**config.mk**
```make
export PLATFORM = sky130hd
export DESIGN_NAME = data_mem_responder
export DESIGN_NICKNAME = d
export VERILOG_FILES = /design/src/rtl/data_mem_responder.sv
export SDC_FILE = /design/constraint.sdc
export NUM_CORES = 2
export LEC_CHECK = 0
export CAP_MARGIN = 10
export CORE_ASPECT_RATIO = 1.25
export CORE_MARGIN = 5
export CORE_UTILIZATION = 45
export CTS_CLUSTER_DIAMETER = 30
export DETAILED_ROUTE_END_ITERATION = 8
export HOLD_SLACK_MARGIN = 0.1
export PLACE_DENSITY = 0.68
export SYNTH_ARGS = -nofsm -noshare
export SYNTH_HDL_FRONTEND = slang
export SYNTH_SLANG_ARGS = --single-unit
```
**constraint.sdc**
```tcl
create_clock -name clk -period 3.85 [get_ports clk]
set_input_delay 0.5775 -clock clk [delete_from_list [all_inputs] [get_ports clk]]
set_output_delay 0.5775 -clock clk [all_outputs]
set_load 0.05 [all_outputs]
```
**src/rtl/data_mem_responder.sv**
```systemverilog
// Multi-cycle data-memory target: valid/ready load/store requests, one-shot response, big-endian words.
// Optional DATA_MEM_RESP_HOLD_EN adds resp_ready and holds the response until it is taken.

module data_mem_responder #(
   parameter int ADDR_W  = 8,
   parameter int LATENCY = 2
) (
   input  logic        clk,
   input  logic        rst,
   input  logic        req_valid,
   output logic        req_ready,
   input  logic        req_write,
   input  logic [31:0] req_addr,
   input  logic [31:0] req_wdata,
`ifdef DATA_MEM_RESP_HOLD_EN
   input  logic        resp_ready,
`endif
   output logic        resp_valid,
   output logic [31:0] resp_rdata,
   output logic        resp_err,
   output logic        busy
);

   // state | meaning
   // IDLE  | ready for a request
   // WAIT  | request latched, counting down LATENCY cycles
   // RESP  | memory committed, response presented
   localparam logic [1:0] ST_IDLE = 2'd0;
   localparam logic [1:0] ST_WAIT = 2'd1;
   localparam logic [1:0] ST_RESP = 2'd2;

   localparam logic [3:0] LP_CNT_INIT = (LATENCY > 0) ? 4'(LATENCY - 1) : 4'd0;

   logic [1:0]        r_state;
   logic [3:0]        r_cnt;
   logic              r_write;
   logic [ADDR_W-1:0] r_addr;
   logic [31:0]       r_wdata;
   logic [31:0]       r_rdata;
   logic              r_err;
   logic [7:0]        r_mem [0:(2**ADDR_W)-1];

   logic              w_accept;
   logic              w_commit;
   logic              w_c_write;
   logic [ADDR_W-1:0] w_c_addr;
   logic [31:0]       w_c_wdata;
   logic              w_misal;
   logic [ADDR_W-3:0] w_word;
   logic              w_unused_addr;

   assign w_unused_addr = ^req_addr[31:ADDR_W];

   assign w_accept  = (r_state == ST_IDLE) && req_valid;
   // With zero latency the commit uses the live request, otherwise the latched copy.
   assign w_commit  = !rst && ((w_accept && (LATENCY == 0)) ||
                               ((r_state == ST_WAIT) && (r_cnt == 4'd0)));
   assign w_c_write = (r_state == ST_IDLE) ? req_write : r_write;
   assign w_c_addr  = (r_state == ST_IDLE) ? req_addr[ADDR_W-1:0] : r_addr;
   assign w_c_wdata = (r_state == ST_IDLE) ? req_wdata : r_wdata;
   assign w_misal   = |w_c_addr[1:0];
   assign w_word    = w_c_addr[ADDR_W-1:2];

   always_ff @(posedge clk) begin
      if (rst) begin
         r_state <= ST_IDLE;
         r_cnt   <= 4'd0;
         r_write <= 1'b0;
         r_addr  <= '0;
         r_wdata <= 32'd0;
         r_rdata <= 32'd0;
         r_err   <= 1'b0;
      end else begin
         case (r_state)
            ST_IDLE: begin
               if (req_valid) begin
                  r_write <= req_write;
                  r_addr  <= req_addr[ADDR_W-1:0];
                  r_wdata <= req_wdata;
                  r_cnt   <= LP_CNT_INIT;
                  r_state <= (LATENCY == 0) ? ST_RESP : ST_WAIT;
               end
            end
            ST_WAIT: begin
               if (r_cnt == 4'd0) begin
                  r_state <= ST_RESP;
               end else begin
                  r_cnt <= r_cnt - 4'd1;
               end
            end
            ST_RESP: begin
`ifdef DATA_MEM_RESP_HOLD_EN
               if (resp_ready) begin
                  r_state <= ST_IDLE;
               end
`else
               r_state <= ST_IDLE;
`endif
            end
            default: r_state <= ST_IDLE;
         endcase

         if (w_commit) begin
            r_err <= w_misal;
            if (!w_c_write && !w_misal) begin
               r_rdata <= {r_mem[{w_word, 2'd0}], r_mem[{w_word, 2'd1}],
                           r_mem[{w_word, 2'd2}], r_mem[{w_word, 2'd3}]};
            end else begin
               r_rdata <= 32'd0;
            end
         end
      end
   end

   // Storage has no reset; contents survive rst.
   always_ff @(posedge clk) begin
      if (w_commit && w_c_write && !w_misal) begin
         r_mem[{w_word, 2'd0}] <= w_c_wdata[31:24];
         r_mem[{w_word, 2'd1}] <= w_c_wdata[23:16];
         r_mem[{w_word, 2'd2}] <= w_c_wdata[15:8];
         r_mem[{w_word, 2'd3}] <= w_c_wdata[7:0];
      end
   end

   assign req_ready  = (r_state == ST_IDLE);
   assign resp_valid = (r_state == ST_RESP);
   assign busy       = (r_state != ST_IDLE);
   assign resp_rdata = r_rdata;
   assign resp_err   = r_err;

endmodule

```
==> run_results.csv <==
group,metric,value,unit
status,status,"complete, but fails checks",
status,violations,"negative setup slack",
drt,drt-initial-drc-count,9971,
setup_path,reg2reg_slack,-0.008,ns
logic_synthesis,yosysSeqAreaShare,0.7911,
logic_synthesis,yosysTopAreaCell,"edfxtp_1",
sta,hold_violations,0,
sta,rsz0062_at_grt,"false",
sta,layout_min_cycle_time,3.858,ns
setup_path,ff2ff_path_depth,11,
global_routing,grt_util_met2,0.4684,
sta,max_freq,259.2,MHz
clock_network,clk_pin_slew,0.05,ns
logic_synthesis,synth_cell_type_count,71,
setup_path,path_buf_inv,3,
power_and_ir_drop,power_density,591.4,nW/um2
setup_path,crit_start,"r_state[1]",
logic_synthesis,synth_area,79760,um2
sta,max_slew_margin,0.2104,
logic_synthesis,synth_fp_nets,5415,
floorplanning,core,176000,um2
logic_synthesis,syn_avg_cell_area,14.92,um2
finish,fin_area,97680,um2
setup_path,cp.depth,11,
floorplanning,ios,104,
floorplanning,dieArea,185800,um2
setup_path,cp_max_fo,29,
global_routing,use_met1,0.3666,
power_and_ir_drop,vdd_ir_drop_max,0.4653,mV
global_routing,busiest_layer,"met2",
job,maxCapViolations,0,
setup_path,critPathSlowestCell,"mux2i_4",
finish,area_growth,22.46,%
logic_synthesis,yosysMostFrequentCell,"edfxtp_1",
logic_synthesis,yosys_warnings,0,
setup_path,crit_chain,"or2_2 > inv_6 > mux2i_4 > buf_4 > nor2_1 > a221oi_1 > a21oi_1 > a21oi_1 > nor4b_2 > buf_4 > o21ai_1",
clock_network,cts_tree,"yes",
setup_path,rr_endpoint,"resp_rdata[30]",
setup_path,crit_type,"reg -> reg",
setup_path,end_kind,"flip-flop",
placed_design,dp_hpwl,165.7,mm
finish,multi_input_area,15820,um2
finish,ff_latch_area,63100,um2
setup_path,crit_arrival,4.63,ns
finish,finish.net_count,5899,
global_routing,antenna_found_initial,7,
clock_network,cts_buffers,294,
floorplanning,initial_core_util,0.4531,
floorplanning,num_rows,172,
logic_synthesis,netlist_instances,5346,
setup_path,slowest_delay,0.77,ns
finish,fin_util,0.5549,
sta,drv_slew,0,
sta,skew,0.08580,ns
sta,worst_pin_slew,1.184,ns
floorplanning,die_h,480.7,um
placed_design,port-buffer-count,79,
drt,avgViaCountPerCell,6.592,
clock_network,cts.sinks,2128,
setup_path,cp_data_required_time,4.63,ns
hold_path,hold_path.class,"in -> reg",
placed_design,postPlaceCellArea,87900,um2
global_routing,grt_usage,0.2998,
setup_path,critPathLaunchType,"flip-flop",
logic_synthesis,synth_edf_count,2048,
logic_synthesis,yosys-top-cells-area,"edfxtp_1 (77%), nand2_1 (4.4%), o22ai_1 (3.9%)",
clock_network,clockBufferDepth,4,
logic_synthesis,ys_seq_elements,2128,
drt,routedWlPerCell,34.19,um
finish,layout-drive-gt1-share,0.1722,
sta,timing.final.crit_share,1.002,
sta,setup_tns,-0.008279,ns
setup_path,endpoint,"resp_rdata[30]",
sta,final.setup.worst_slack,-0.008279,ns
placed_design,gp_congestion,0.9059,
logic_synthesis,ys.flop_type,"edfxtp_1",
hold_path,hold_depth,3,
logic_synthesis,synth_top_area_share,0.7710,
global_routing,use_met3,0.07706,
drt,wirelength,287.3,mm
drt,firstDrtPassIters,8,
drt,vias,55400,
setup_path,cp_top_family,"simple AND/OR/NAND/NOR gates",
logic_synthesis,synthArstFlopShare,0,
global_routing,grt_pass1_wl,395.8,mm
logic_synthesis,synth_common_cells,"edfxtp_1 (2048), nand2_1 (938), o22ai_1 (498)",
global_routing,grt_overflow,0,
power_and_ir_drop,leakage,32.02,nW
sta,setup_viol,1,
floorplanning,die_w,386.6,um
clock_network,insertion_delay,0.93,ns
setup_path,r2r_start,"r_state[1]",
clock_network,cts_root_buffer,"clkbuf_16",
sta,fin_hold_ws,0.2675,ns
global_routing,grt_pass1_vias,53490,
global_routing,grt_max_degree,76,
clock_network,post-cts-setup-buffers,0,
drt,ant_nets,0,
drt,post-route-drc-count,0,
finish,fillerInstances,13410,
clock_network,htreeDepth,5,
-- sequential cells by signal, indices dropped and copies added (netlist names) --
register	count
resp_rdata	32
r_addr	8
r_cnt	4
resp_err	1
r_write	1
r_wdata	32
r_state	2
r_mem	2048
-- cell type report --
class                   instances  area share
clock inverters               170     0.02048
inverters                       7   0.0003202
diodes                         11   0.0002818
well taps                    2349     0.03009
clock buffers                 340     0.07917
multi-input cells            2877      0.1619
repair buffers                522     0.06172
flip-flops and latches       2128      0.6460
-- power by group --
group / internal [W] / total [W] / switching [W] / leakage [nW]
Clock: 0.0165 / 0.0268 / 0.0103 / 4.68
Combinational: 0.00134 / 0.00495 / 0.00361 / 8.17
Sequential: 0.0259 / 0.0260 / 0.0000402 / 19.2
Total: 0.0438 / 0.0578 / 0.0140 / 32.0
-- worst min-delay path, stage by stage --
cell,delay (ns)
clkdlybuf4s50_1,0.42
nand2_1,0.07
a21oi_1,0.05
-- cell usage in the layout (no fill, tap or decap), drive strengths merged, types with 80 or more instances in the layout --
cell type | netlist | routed
nand2 | 939 | 939
nand3 | 254 | 254
nor2 | 310 | 310
edfxtp | 2048 | 2048
a21oi | 203 | 203
mux2i | 91 | 91
a31oi | 155 | 155
dfxtp | 80 | 80
buf | 207 | 443
clkbuf | 127 | 340
o22ai | 498 | 498
-- what timing repair did --
| item | CTS | global route |
|---|---|---|
| hold buffers | 1 | 0 |
| hold endpoints to repair | 1 | 0 |
| gates resized for setup | 0 | 1 |
| setup endpoints to repair | 0 | 1 |
-- kinds of logic after synthesis --
family / synth area share
DFF: 0.7911
AOI/OAI and AO/OA: 0.08876
adders and majority gates: 0.0001568
and+or+nand+nor: 0.08832
buffers and inverters: 0.01947
muxes: 0.01219
-- through the flow --
| stage | cells | power [W] | setup WS, ns |
|---|---|---|---|
| 3_5_place_dp | 7882 | 0.03120 | -0.1239 |
| 3_3_place_gp | 7882 | 0.03110 | -0.09621 |
| 4_1_cts | 8393 | 0.05763 | 0.05292 |
| 5_1_grt | 8394 | 0.05906 | 0.03074 |
| 2_1_floorplan | 5346 | 0.02894 | 0.1073 |
| 6_report | 8404 | 0.05777 | -0.008279 |
-- layer usage --
layer,vias to the layer above,wire (um)
li1,21790,-
met1,27250,92470
met2,5073,129600
met3,1289,40320
met4,2,24970
met5,-,12
-- worst min path at each step --
stage / startpoint / endpoint
final: req_addr[0] / r_addr[0]
after detailed placement: resp_rdata[30] / resp_rdata[30]
after floorplan: r_write / r_write
after global placement: resp_rdata[30] / resp_rdata[30]
after CTS: req_wdata[12] / r_wdata[12]
after global routing: req_wdata[12] / r_wdata[12]
Power figures use the tool's default switching activity.
